$ cat config.mk
export PLATFORM = sky130hd
export DESIGN_NAME = muldiv_unit
export DESIGN_NICKNAME = d
export VERILOG_FILES = /design/src/rtl/muldiv_unit_pkg.sv /design/src/rtl/muldiv_step.sv /design/src/rtl/muldiv_unit.sv
export SDC_FILE = /design/constraint.sdc
export NUM_CORES = 1
export LEC_CHECK = 0
export ABC_CLOCK_PERIOD_IN_PS = 5600
export BUFFER_PORTS_ARGS = -buffer_cell sky130_fd_sc_hd__buf_2
export CORE_MARGIN = 4
export CORE_UTILIZATION = 58
export CTS_BUF_LIST = sky130_fd_sc_hd__clkbuf_16
export DETAILED_ROUTE_END_ITERATION = 10
export PLACE_DENSITY_LB_ADDON = 0.1
export SYNTH_ARGS = -nofsm -noshare
export SYNTH_HDL_FRONTEND = slang
export SYNTH_SLANG_ARGS = --single-unit
export TNS_END_PERCENT = 50
$ cat constraint.sdc
create_clock -name clk -period 5.6 [get_ports clk]
set_input_delay 1.12 -clock clk [delete_from_list [all_inputs] [get_ports clk]]
set_output_delay 1.12 -clock clk [all_outputs]
set_load 0.01 [all_outputs]
$ cat src/rtl/muldiv_unit_pkg.sv
// Shared op codes and FSM state encodings for the iterative multiply/divide unit.
package muldiv_unit_pkg;

  localparam logic [2:0] MD_MUL    = 3'b000;
  localparam logic [2:0] MD_MULH   = 3'b001;
  localparam logic [2:0] MD_MULHSU = 3'b010;
  localparam logic [2:0] MD_MULHU  = 3'b011;
  localparam logic [2:0] MD_DIV    = 3'b100;
  localparam logic [2:0] MD_DIVU   = 3'b101;
  localparam logic [2:0] MD_REM    = 3'b110;
  localparam logic [2:0] MD_REMU   = 3'b111;

  typedef enum logic [1:0] {
    MD_IDLE = 2'd0,
    MD_BUSY = 2'd1,
    MD_DONE = 2'd2
  } md_state_t;

  function automatic logic md_is_div(input logic [2:0] op);
    return op[2];
  endfunction

endpackage

$ cat src/rtl/muldiv_step.sv
// One radix-2 iteration: shift-add multiply or restoring divide on the {hi, lo} pair.
module muldiv_step #(
  parameter int XLEN = 32
) (
  input  logic            is_div,
  input  logic [XLEN-1:0] hi,
  input  logic [XLEN-1:0] lo,
  input  logic [XLEN-1:0] m,
  output logic [XLEN-1:0] hi_nxt,
  output logic [XLEN-1:0] lo_nxt
);

  logic [XLEN:0] sum;
  logic [XLEN:0] shifted;
  logic [XLEN:0] diff;

  assign sum     = {1'b0, hi} + {1'b0, m};
  assign shifted = {hi, lo[XLEN-1]};
  assign diff    = shifted - {1'b0, m};

  always_comb begin
    hi_nxt = hi;
    lo_nxt = lo;
    if (is_div) begin
      // Remainder stays below the divisor, so a clear borrow bit means the subtract fits.
      if (!diff[XLEN]) begin
        hi_nxt = diff[XLEN-1:0];
        lo_nxt = {lo[XLEN-2:0], 1'b1};
      end else begin
        hi_nxt = shifted[XLEN-1:0];
        lo_nxt = {lo[XLEN-2:0], 1'b0};
      end
    end else if (lo[0]) begin
      hi_nxt = sum[XLEN:1];
      lo_nxt = {sum[0], lo[XLEN-1:1]};
    end else begin
      hi_nxt = {1'b0, hi[XLEN-1:1]};
      lo_nxt = {hi[0], lo[XLEN-1:1]};
    end
  end

endmodule

$ cat src/rtl/muldiv_unit.sv
// Iterative RV32M multiply/divide unit: one bit per cycle, valid/ready in and out, flushable.
//   state   | meaning
//   MD_IDLE | waiting for an operation, in_ready high
//   MD_BUSY | iterating one step per cycle on magnitudes
//   MD_DONE | result held until out_ready
module muldiv_unit
  import muldiv_unit_pkg::*;
#(
  parameter int XLEN = 32
) (
  input  logic            clk,
  input  logic            rst_n,
  input  logic            in_valid,
  output logic            in_ready,
  input  logic [2:0]      op,
  input  logic [XLEN-1:0] a,
  input  logic [XLEN-1:0] b,
  input  logic            flush,
  output logic            out_valid,
  input  logic            out_ready,
  output logic [XLEN-1:0] result,
  output logic            busy
);

  localparam int            CW       = $clog2(XLEN);
  localparam logic [CW-1:0] CNT_LAST = CW'(XLEN - 1);

  md_state_t       state;
  logic [CW-1:0]   cnt;
  logic [2:0]      op_q;
  logic            neg_q;
  logic [XLEN-1:0] hi, lo, m;
  logic [XLEN-1:0] hi_nxt, lo_nxt;

  logic            a_signed, b_signed, sa, sb, neg_in;
  logic [XLEN-1:0] mag_a, mag_b;
  logic            b_zero, ovf;
  logic [XLEN-1:0] special;

  logic [2*XLEN-1:0] prod, prod_fix;
  logic [XLEN-1:0]   div_raw, div_fix, fin;

  assign a_signed = (op == MD_MULH) || (op == MD_MULHSU) || (op == MD_DIV) || (op == MD_REM);
  assign b_signed = (op == MD_MULH) || (op == MD_DIV) || (op == MD_REM);
  assign sa       = a_signed & a[XLEN-1];
  assign sb       = b_signed & b[XLEN-1];
  assign mag_a    = sa ? -a : a;
  assign mag_b    = sb ? -b : b;
  // Remainder follows the dividend sign; everything else follows the XOR of operand signs.
  assign neg_in   = (op == MD_REM) ? sa : (sa ^ sb);

  assign b_zero = (b == '0);
  assign ovf    = (a == {1'b1, {(XLEN-1){1'b0}}}) && (b == '1) &&
                  ((op == MD_DIV) || (op == MD_REM));

  always_comb begin
    special = '0;
    if (b_zero) special = op[1] ? a : '1;
    else if (ovf) special = op[1] ? '0 : a;
  end

  muldiv_step #(.XLEN(XLEN)) u_step (
    .is_div (md_is_div(op_q)),
    .hi     (hi),
    .lo     (lo),
    .m      (m),
    .hi_nxt (hi_nxt),
    .lo_nxt (lo_nxt)
  );

  assign prod     = {hi_nxt, lo_nxt};
  assign prod_fix = neg_q ? -prod : prod;
  assign div_raw  = op_q[1] ? hi_nxt : lo_nxt;
  assign div_fix  = neg_q ? -div_raw : div_raw;

  always_comb begin
    fin = prod_fix[2*XLEN-1:XLEN];
    if (md_is_div(op_q)) fin = div_fix;
    else if (op_q == MD_MUL) fin = prod_fix[XLEN-1:0];
  end

  always_ff @(posedge clk or negedge rst_n) begin
    if (!rst_n) begin
      state     <= MD_IDLE;
      cnt       <= '0;
      op_q      <= MD_MUL;
      neg_q     <= 1'b0;
      hi        <= '0;
      lo        <= '0;
      m         <= '0;
      result    <= '0;
      in_ready  <= 1'b1;
      out_valid <= 1'b0;
      busy      <= 1'b0;
    end else if (flush) begin
      state     <= MD_IDLE;
      in_ready  <= 1'b1;
      out_valid <= 1'b0;
      busy      <= 1'b0;
    end else begin
      case (state)
        MD_IDLE: begin
          if (in_valid) begin
            op_q     <= op;
            neg_q    <= neg_in;
            cnt      <= '0;
            in_ready <= 1'b0;
            busy     <= 1'b1;
            if (md_is_div(op) && (b_zero || ovf)) begin
              result    <= special;
              out_valid <= 1'b1;
              state     <= MD_DONE;
            end else begin
              hi    <= '0;
              lo    <= md_is_div(op) ? mag_a : mag_b;
              m     <= md_is_div(op) ? mag_b : mag_a;
              state <= MD_BUSY;
            end
          end
        end
        MD_BUSY: begin
          hi  <= hi_nxt;
          lo  <= lo_nxt;
          cnt <= cnt + CW'(1);
          if (cnt == CNT_LAST) begin
            result    <= fin;
            out_valid <= 1'b1;
            state     <= MD_DONE;
          end
        end
        MD_DONE: begin
          if (out_ready) begin
            out_valid <= 1'b0;
            in_ready  <= 1'b1;
            busy      <= 1'b0;
            state     <= MD_IDLE;
          end
        end
        default: begin
          state     <= MD_IDLE;
          in_ready  <= 1'b1;
          out_valid <= 1'b0;
          busy      <= 1'b0;
        end
      endcase
    end
  end

endmodule

== Word-level counts from Yosys, hierarchy flattened ==
Cells that the tools add are included.

* Bits in latches: 0
* Bits in writable memories: 0
* Bits of input ports: 72
* Register bits after elaboration: 142
* Output and inout bits: 35
* Bits in read-only memories: 0
* Memories: 0
* Word-level logic and storage cells: 114

* Add/subtract/negate cells: 7
* Divide/modulo/power cells: 0
* Muxes and demuxes: 51
* Bitwise operators: 5
* $lt $le $gt $ge: 0
* Equality and inequality tests: 18
* Reductions and logical operators: 22
* Multiply operators: 0
* Shifts and indexed selects: 0

{| class="wikitable"
|+ Operators by type and width
! cell !! number
|-
| 32-bit 2-to-1 mux || 24
|-
| 32-bit one-hot mux with 2 select lines || 3
|-
| 32-bit negator || 3
|-
| 32-bit == test, second input constant || 2
|-
| 64-bit 2-to-1 mux || 1
|-
| 64-bit negator || 1
|-
| 32-bit by 32-bit adder with 33-bit output || 1
|-
| 33-bit by 32-bit subtractor with 33-bit output || 1
|-
| 32-bit logical NOT || 1
|-
| 1-bit 2-to-1 mux || 12
|-
| 3-bit inequality test, second input constant || 4
|-
| 3-bit AND reduction || 4
|-
| 4-bit AND reduction || 3
|-
| 2-bit 2-to-1 mux || 5
|-
| 2-bit inequality test, second input constant || 5
|-
| 5-bit one-hot mux with 2 select lines || 1
|-
| 1-bit one-hot mux with 3 select lines || 3
|-
| 1-bit logical OR || 7
|-
| 3-bit == test, second input constant || 2
|-
| 2-bit one-hot mux with 3 select lines || 1
|-
| 5-bit by 1-bit adder with 5-bit output, second input constant || 1
|-
| 5-bit == test, second input constant || 1
|-
| 5-bit 2-to-1 mux || 1
|-
| 5-bit AND reduction || 1
|-
| 11 further kinds || 15
|}

== Logic depth before layout (Yosys ltp) ==
* Word-level depth: 10
* Mapped depth: 27
* Depth with buffers taken out: 22

== Cells and area by module ==
Synthesis repeated with hierarchy kept, for this count alone.

* Cell total of the unflattened synthesis: 2285
* Area, all modules: 16918.7 um2

{| class="wikitable"
|+ Modules (own cells, without submodules)
! module !! times used !! cells an instance !! area each (um2) !! seq. area each (um2)
|-
| muldiv_unit || 1 || 1593 || 12071.6 || 3554.7
|-
| muldiv_step || 1 || 692 || 4847.1 || 0.0
|}

== Worst setup path after synthesis ==
No wires, ideal clock.

* Path kind: reg-to-reg
* Start: register op_q[2]
* End: register result[26]
* Required time: 5470 ps
* Buffers on the path: 10
* Arrival: 5983 ps
* Clock period less this slack: 6113 ps
* Cell stages (with the launch flop): 24
* Library setup time: 130 ps
* Setup slack: -513 ps
* Path through: dfrtp_1 > buf_2 > buf_2 > buf_2 > buf_2 > buf_2 > buf_2 > buf_2 > buf_2 > buf_2 > buf_2 > mux2i_1 > ha_1 > o211ai_1 > or3_1 > or3_4 > nand2b_1 > or4b_1 > or3b_1 > or4_1 > nor3_2 > mux2_1 > nor3_1 > o31ai_2

* Word-level cells in the longest chain between the ends: 7
* Elaborated cells on any way between the ends: 12
* Those cells by class: add/sub: 2; mux: 9; reduce/logical: 1

{| class="wikitable"
|+ Ends and longest elaborated chain
! item !! RTL line !! source
|-
| from (decl) || muldiv_unit.sv:30 || <nowiki>logic [2:0] op_q;</nowiki>
|-
| from (signal assigned) || muldiv_unit.sv:104 || <nowiki>op_q <= op;</nowiki>
|-
| 32-bit 2-to-1 mux || muldiv_step.sv:24 || <nowiki>if (is_div) begin</nowiki>
|-
| 64-bit negator or 32-bit 2-to-1 mux (tied branches) || muldiv_unit.sv:72, muldiv_unit.sv:73 ||
|-
| 64-bit 2-to-1 mux or 32-bit negator (tied branches) || muldiv_unit.sv:72, muldiv_unit.sv:74 ||
|-
| 32-bit 2-to-1 mux, on equally long branches || muldiv_unit.sv:79, muldiv_unit.sv:74 ||
|-
| 32-bit 2-to-1 mux (*) || muldiv_unit.sv:78 || <nowiki>if (md_is_div(op_q)) fin = div_fix;</nowiki>
|-
| 32-bit 2-to-1 mux (*) || muldiv_unit.sv:125 || <nowiki>if (cnt == CNT_LAST) begin</nowiki>
|-
| 32-bit one-hot mux with 2 select lines (*) || muldiv_unit.sv:101 || <nowiki>case (state)</nowiki>
|-
| to (signal assigned) || muldiv_unit.sv:110 || <nowiki>result <= special;</nowiki>
|-
| to (signal assigned) || muldiv_unit.sv:126 || <nowiki>result <= fin;</nowiki>
|-
| to (decl) || muldiv_unit.sv:21 || <nowiki>output logic [XLEN-1:0] result,</nowiki>
|}

Mark *: on every way between the ends. The rest lies on a longest branch, timed or not. The select of a mux whose other input is x is not followed.
A chain may end at the register's enable or synchronous reset.

== Final worst setup path ==
* Start: register lo[31]
* End: register result[26]

* Word-level cells in the longest chain between the ends: 9
* Elaborated cells on any way between the ends: 15
* Those cells by class: add/sub: 3; mux: 12

{| class="wikitable"
|+ Ends and longest elaborated chain
! item !! RTL line !! source
|-
| from (decl) || muldiv_unit.sv:32 || <nowiki>logic [XLEN-1:0] hi, lo, m;</nowiki>
|-
| from (signal assigned) || muldiv_unit.sv:115 || <nowiki>lo <= md_is_div(op) ? mag_a : mag_b;</nowiki>
|-
| from (signal assigned) || muldiv_unit.sv:123 || <nowiki>lo <= lo_nxt;</nowiki>
|-
| 33-bit by 32-bit subtractor with 33-bit output || muldiv_step.sv:19 || <nowiki>assign diff = shifted - {1'b0, m};</nowiki>
|-
| 1-bit 2-to-1 mux or 32-bit 2-to-1 mux (tied branches) || muldiv_step.sv:26 || <nowiki>if (!diff[XLEN]) begin</nowiki>
|-
| 32-bit 2-to-1 mux || muldiv_step.sv:24 ||
|-
| 64-bit negator or 32-bit 2-to-1 mux (tied branches) || muldiv_unit.sv:72, muldiv_unit.sv:73 ||
|-
| 64-bit 2-to-1 mux or 32-bit negator (tied branches) || muldiv_unit.sv:72, muldiv_unit.sv:74 ||
|-
| 32-bit 2-to-1 mux, on equally long branches || muldiv_unit.sv:79, muldiv_unit.sv:74 ||
|-
| 32-bit 2-to-1 mux (*) || muldiv_unit.sv:78 ||
|-
| 32-bit 2-to-1 mux (*) || muldiv_unit.sv:125 ||
|-
| 32-bit one-hot mux with 2 select lines (*) || muldiv_unit.sv:101 ||
|}

Marked as above.

==> results.yml <==
synth:
  synthCells: 2500
  synth_top_cell_area_share: 0.198
  synth_top_cell_by_area: "dfrtp_1"
  synth_top_cells_by_count: "293 x nand2_1, 244 x o21ai_0, 238 x a21oi_1"
  synth_area_per_cell_sq_um: 7.11
  yosysSeqAreaShare: 0.200
  synth-async-reset-ratio: 1.00
  synth-edff-count: 0
  synth.area.top_cells: "dfrtp_1 20%, o21ai_0 6.9%, a21oi_1 6.7%"
  ys.flop_type: "dfrtp_1"
  synth.cell_area_sq_um: 17800
  yosysWarnings: 0
  post-synth-top-count-cell: "nand2_1"
  synth_cell_types: 98
  syn_nets: 2645
  ys_ff_latch: 142
global_route:
  first_global_vias: 19824
  grt_usage: 0.456
  antenna_found_initial: 6
  grt_start_max_net_pins: 90
  grt_overflow_total: 0
  grt_pass1_wl_um: 118000
detailed_routing:
  wire_per_inst_um: 26.3
  drtIter0Drc: 3537
  ant_nets: 0
  routed_wl_um: 79300
  drt_drc_violations_left: 0
  vias_per_cell: 7.17
  vias: 21577
  drt_first_pass_iters: 6
timing:
  tns_ps: -85.5
  hold_viol_final: 0
  tightest_slew_ps: 1330
  min_period_ps: 5690
  post-route-period-util: 1.02
  hold_ws_ps: 489
  finClkSkew_ps: 21.5
  rsz0062_at_grt: "yes"
  max_freq_mhz: 176
  slew_viol_final: 0
  setup_ws_ps: -85.5
  setup_viol: 1
  slew_headroom: 0.109
final_layout:
  multi_input_area_sq_um: 13400
  postLayoutCoreUtil: 0.669
  drive_above_1_share: 0.149
  layout.nets: 2749
  final_area_sq_um: 20000
  instances_no_fill: 3011
  fill_cells: 2650
  layout-area-overhead-vs-synth_pct: 12.7
  register_area_sq_um: 3560
cts:
  cts_tree: "done"
  cts_max_path_buffers: 2
  holdBufCountCts: 0
  insertion_delay_ps: 470
  cts-buffers-inserted: 17
  clk_pin_slew_worst_paths_ps: 80
  clock-sinks: 142
  cts_root_buffer: "clkbuf_16"
  htree_levels: 4
die:
  io_pins: 107
  start_util: 0.594
  row_count: 63
  core_area_sq_um: 30000
  fp.dieW_um: 183
  dieArea_sq_um: 33500
  die-height_um: 183
power:
  pwr_density_cell_nw_per_um2: 535
  irDropWorstVdd_v: 0.000336
  p_total_mw: 10.7
  leakage_nw: 8.54
placed_design:
  dp_slack_ps: -35.1
  hpwl_um: 60800
  port_buffers: 106
  place_area_sq_um: 19300
  place.gp.congestion: 1.14
  dp.cells: 2972
setup_path:
  worstPathArrival_ps: 6010
  critical_path_required_ps: 5920
  crit_fanout: 3
  cp-start-kind: "register"
  r2r_cells: 22
  critical_path_class: "register to register"
  cp-end-kind: "register"
hold_path:
  hold_depth: 2
  hold_class: "register to register"
flow_run:
  drv_cap: 0
run_status:
  violations: "setup timing"
  status: "complete, but fails checks"
[worst paths after layout]
kind | start | endpoint | slack (ps)
min in group asynchronous | rst_n | out_valid$_DFFE_PN0P_ | 630
min | busy$_DFFE_PN0P_ | busy$_DFFE_PN0P_ | 490
min reg2reg | busy$_DFFE_PN0P_ | busy$_DFFE_PN0P_ | 490
max reg2reg | lo[31]$_DFFE_PN0P_ | result[26]$_DFFE_PN0P_ | -90
max in group asynchronous | rst_n | result[24]$_DFFE_PN0P_ | 3700
max | lo[31]$_DFFE_PN0P_ | result[26]$_DFFE_PN0P_ | -90
[what timing repair did]
item,in CTS,in global routing
pin swaps,1,12
setup endpoints to repair,1,9
setup buffers,0,3
resized for setup,2,13
[state kept, by name, indices dropped and copies added, names as in the netlist]
register	cells
result	32
in_ready	1
cnt	5
neg_q	1
out_valid	1
hi	32
op_q	3
m	32
lo	32
state	2
busy	1
[power by group]
| part | internal [mW] | switching [mW] | total [mW] |
|---|---|---|---|
| sequential | 1.24 | 0.298 | 1.54 |
| clock | 0.755 | 0.564 | 1.32 |
| combinational | 2.84 | 5.04 | 7.87 |
| total | 4.83 | 5.90 | 10.7 |
[cell families after synthesis]
| family | share of synthesized area |
|---|---|
| simple gates | 0.244 |
| compound gates | 0.319 |
| buf+inv | 0.0564 |
| xor+xnor | 0.0739 |
| flops | 0.200 |
| mux | 0.0550 |
| fa+ha+maj | 0.0522 |
[cell type report]
type | count | area share
Timing Repair Buffer | 251 | 0.0837
Antenna cell | 4 | 0.000499
Inverter | 81 | 0.0152
Tap cell | 390 | 0.0243
Multi-Input combinational cell | 2111 | 0.667
Clock buffer | 17 | 0.0212
Sequential cell | 142 | 0.178
Clock inverter | 15 | 0.0106
[worst max-delay path: stages (launching register included)]
cell	delay, ps
dfrtp_1	360
inv_2	60
ha_4	160
fa_2	360
nand2b_4	170
a211oi_4	260
o21a_1	230
o2111a_2	280
a211oi_4	60
a21o_1	190
inv_1	60
ha_2	170
o211ai_1	120
or3_4	370
or3_4	340
nand2b_4	150
or4b_4	500
or3b_1	410
or4_4	560
nor3_4	190
mux2_4	330
nor3_4	130
o31ai_2	70
[placed cells by master, fill, tap and decap left out, types with 20 or more instances in the layout]
cell	instances
a211oi_1	45
a21o_1	28
a21oi_1	237
a22o_1	21
a31oi_1	42
buf_2	104
buf_4	142
dfrtp_1	138
ha_1	68
inv_1	79
mux2_2	27
mux2i_1	65
nand2_1	292
nand2b_1	34
nand3_1	50
nand4_1	33
nor2_1	230
nor2b_1	22
nor3_1	83
nor4_1	26
o211ai_1	33
o21a_1	20
o21ai_0	241
o31ai_1	33
or3_1	24
xnor2_1	83
xor2_1	67
[routing by layer]
layer | up-vias | wire, um | GRT usage
met4 | 4 | 7050 | 0.319
met5 | - | 23 | 0
met1 | 10049 | 29100 | 0.575
li1 | 9440 | - | -
met3 | 427 | 10700 | 0.157
met2 | 1657 | 32500 | 0.654
Power figures use the tool's default switching activity.
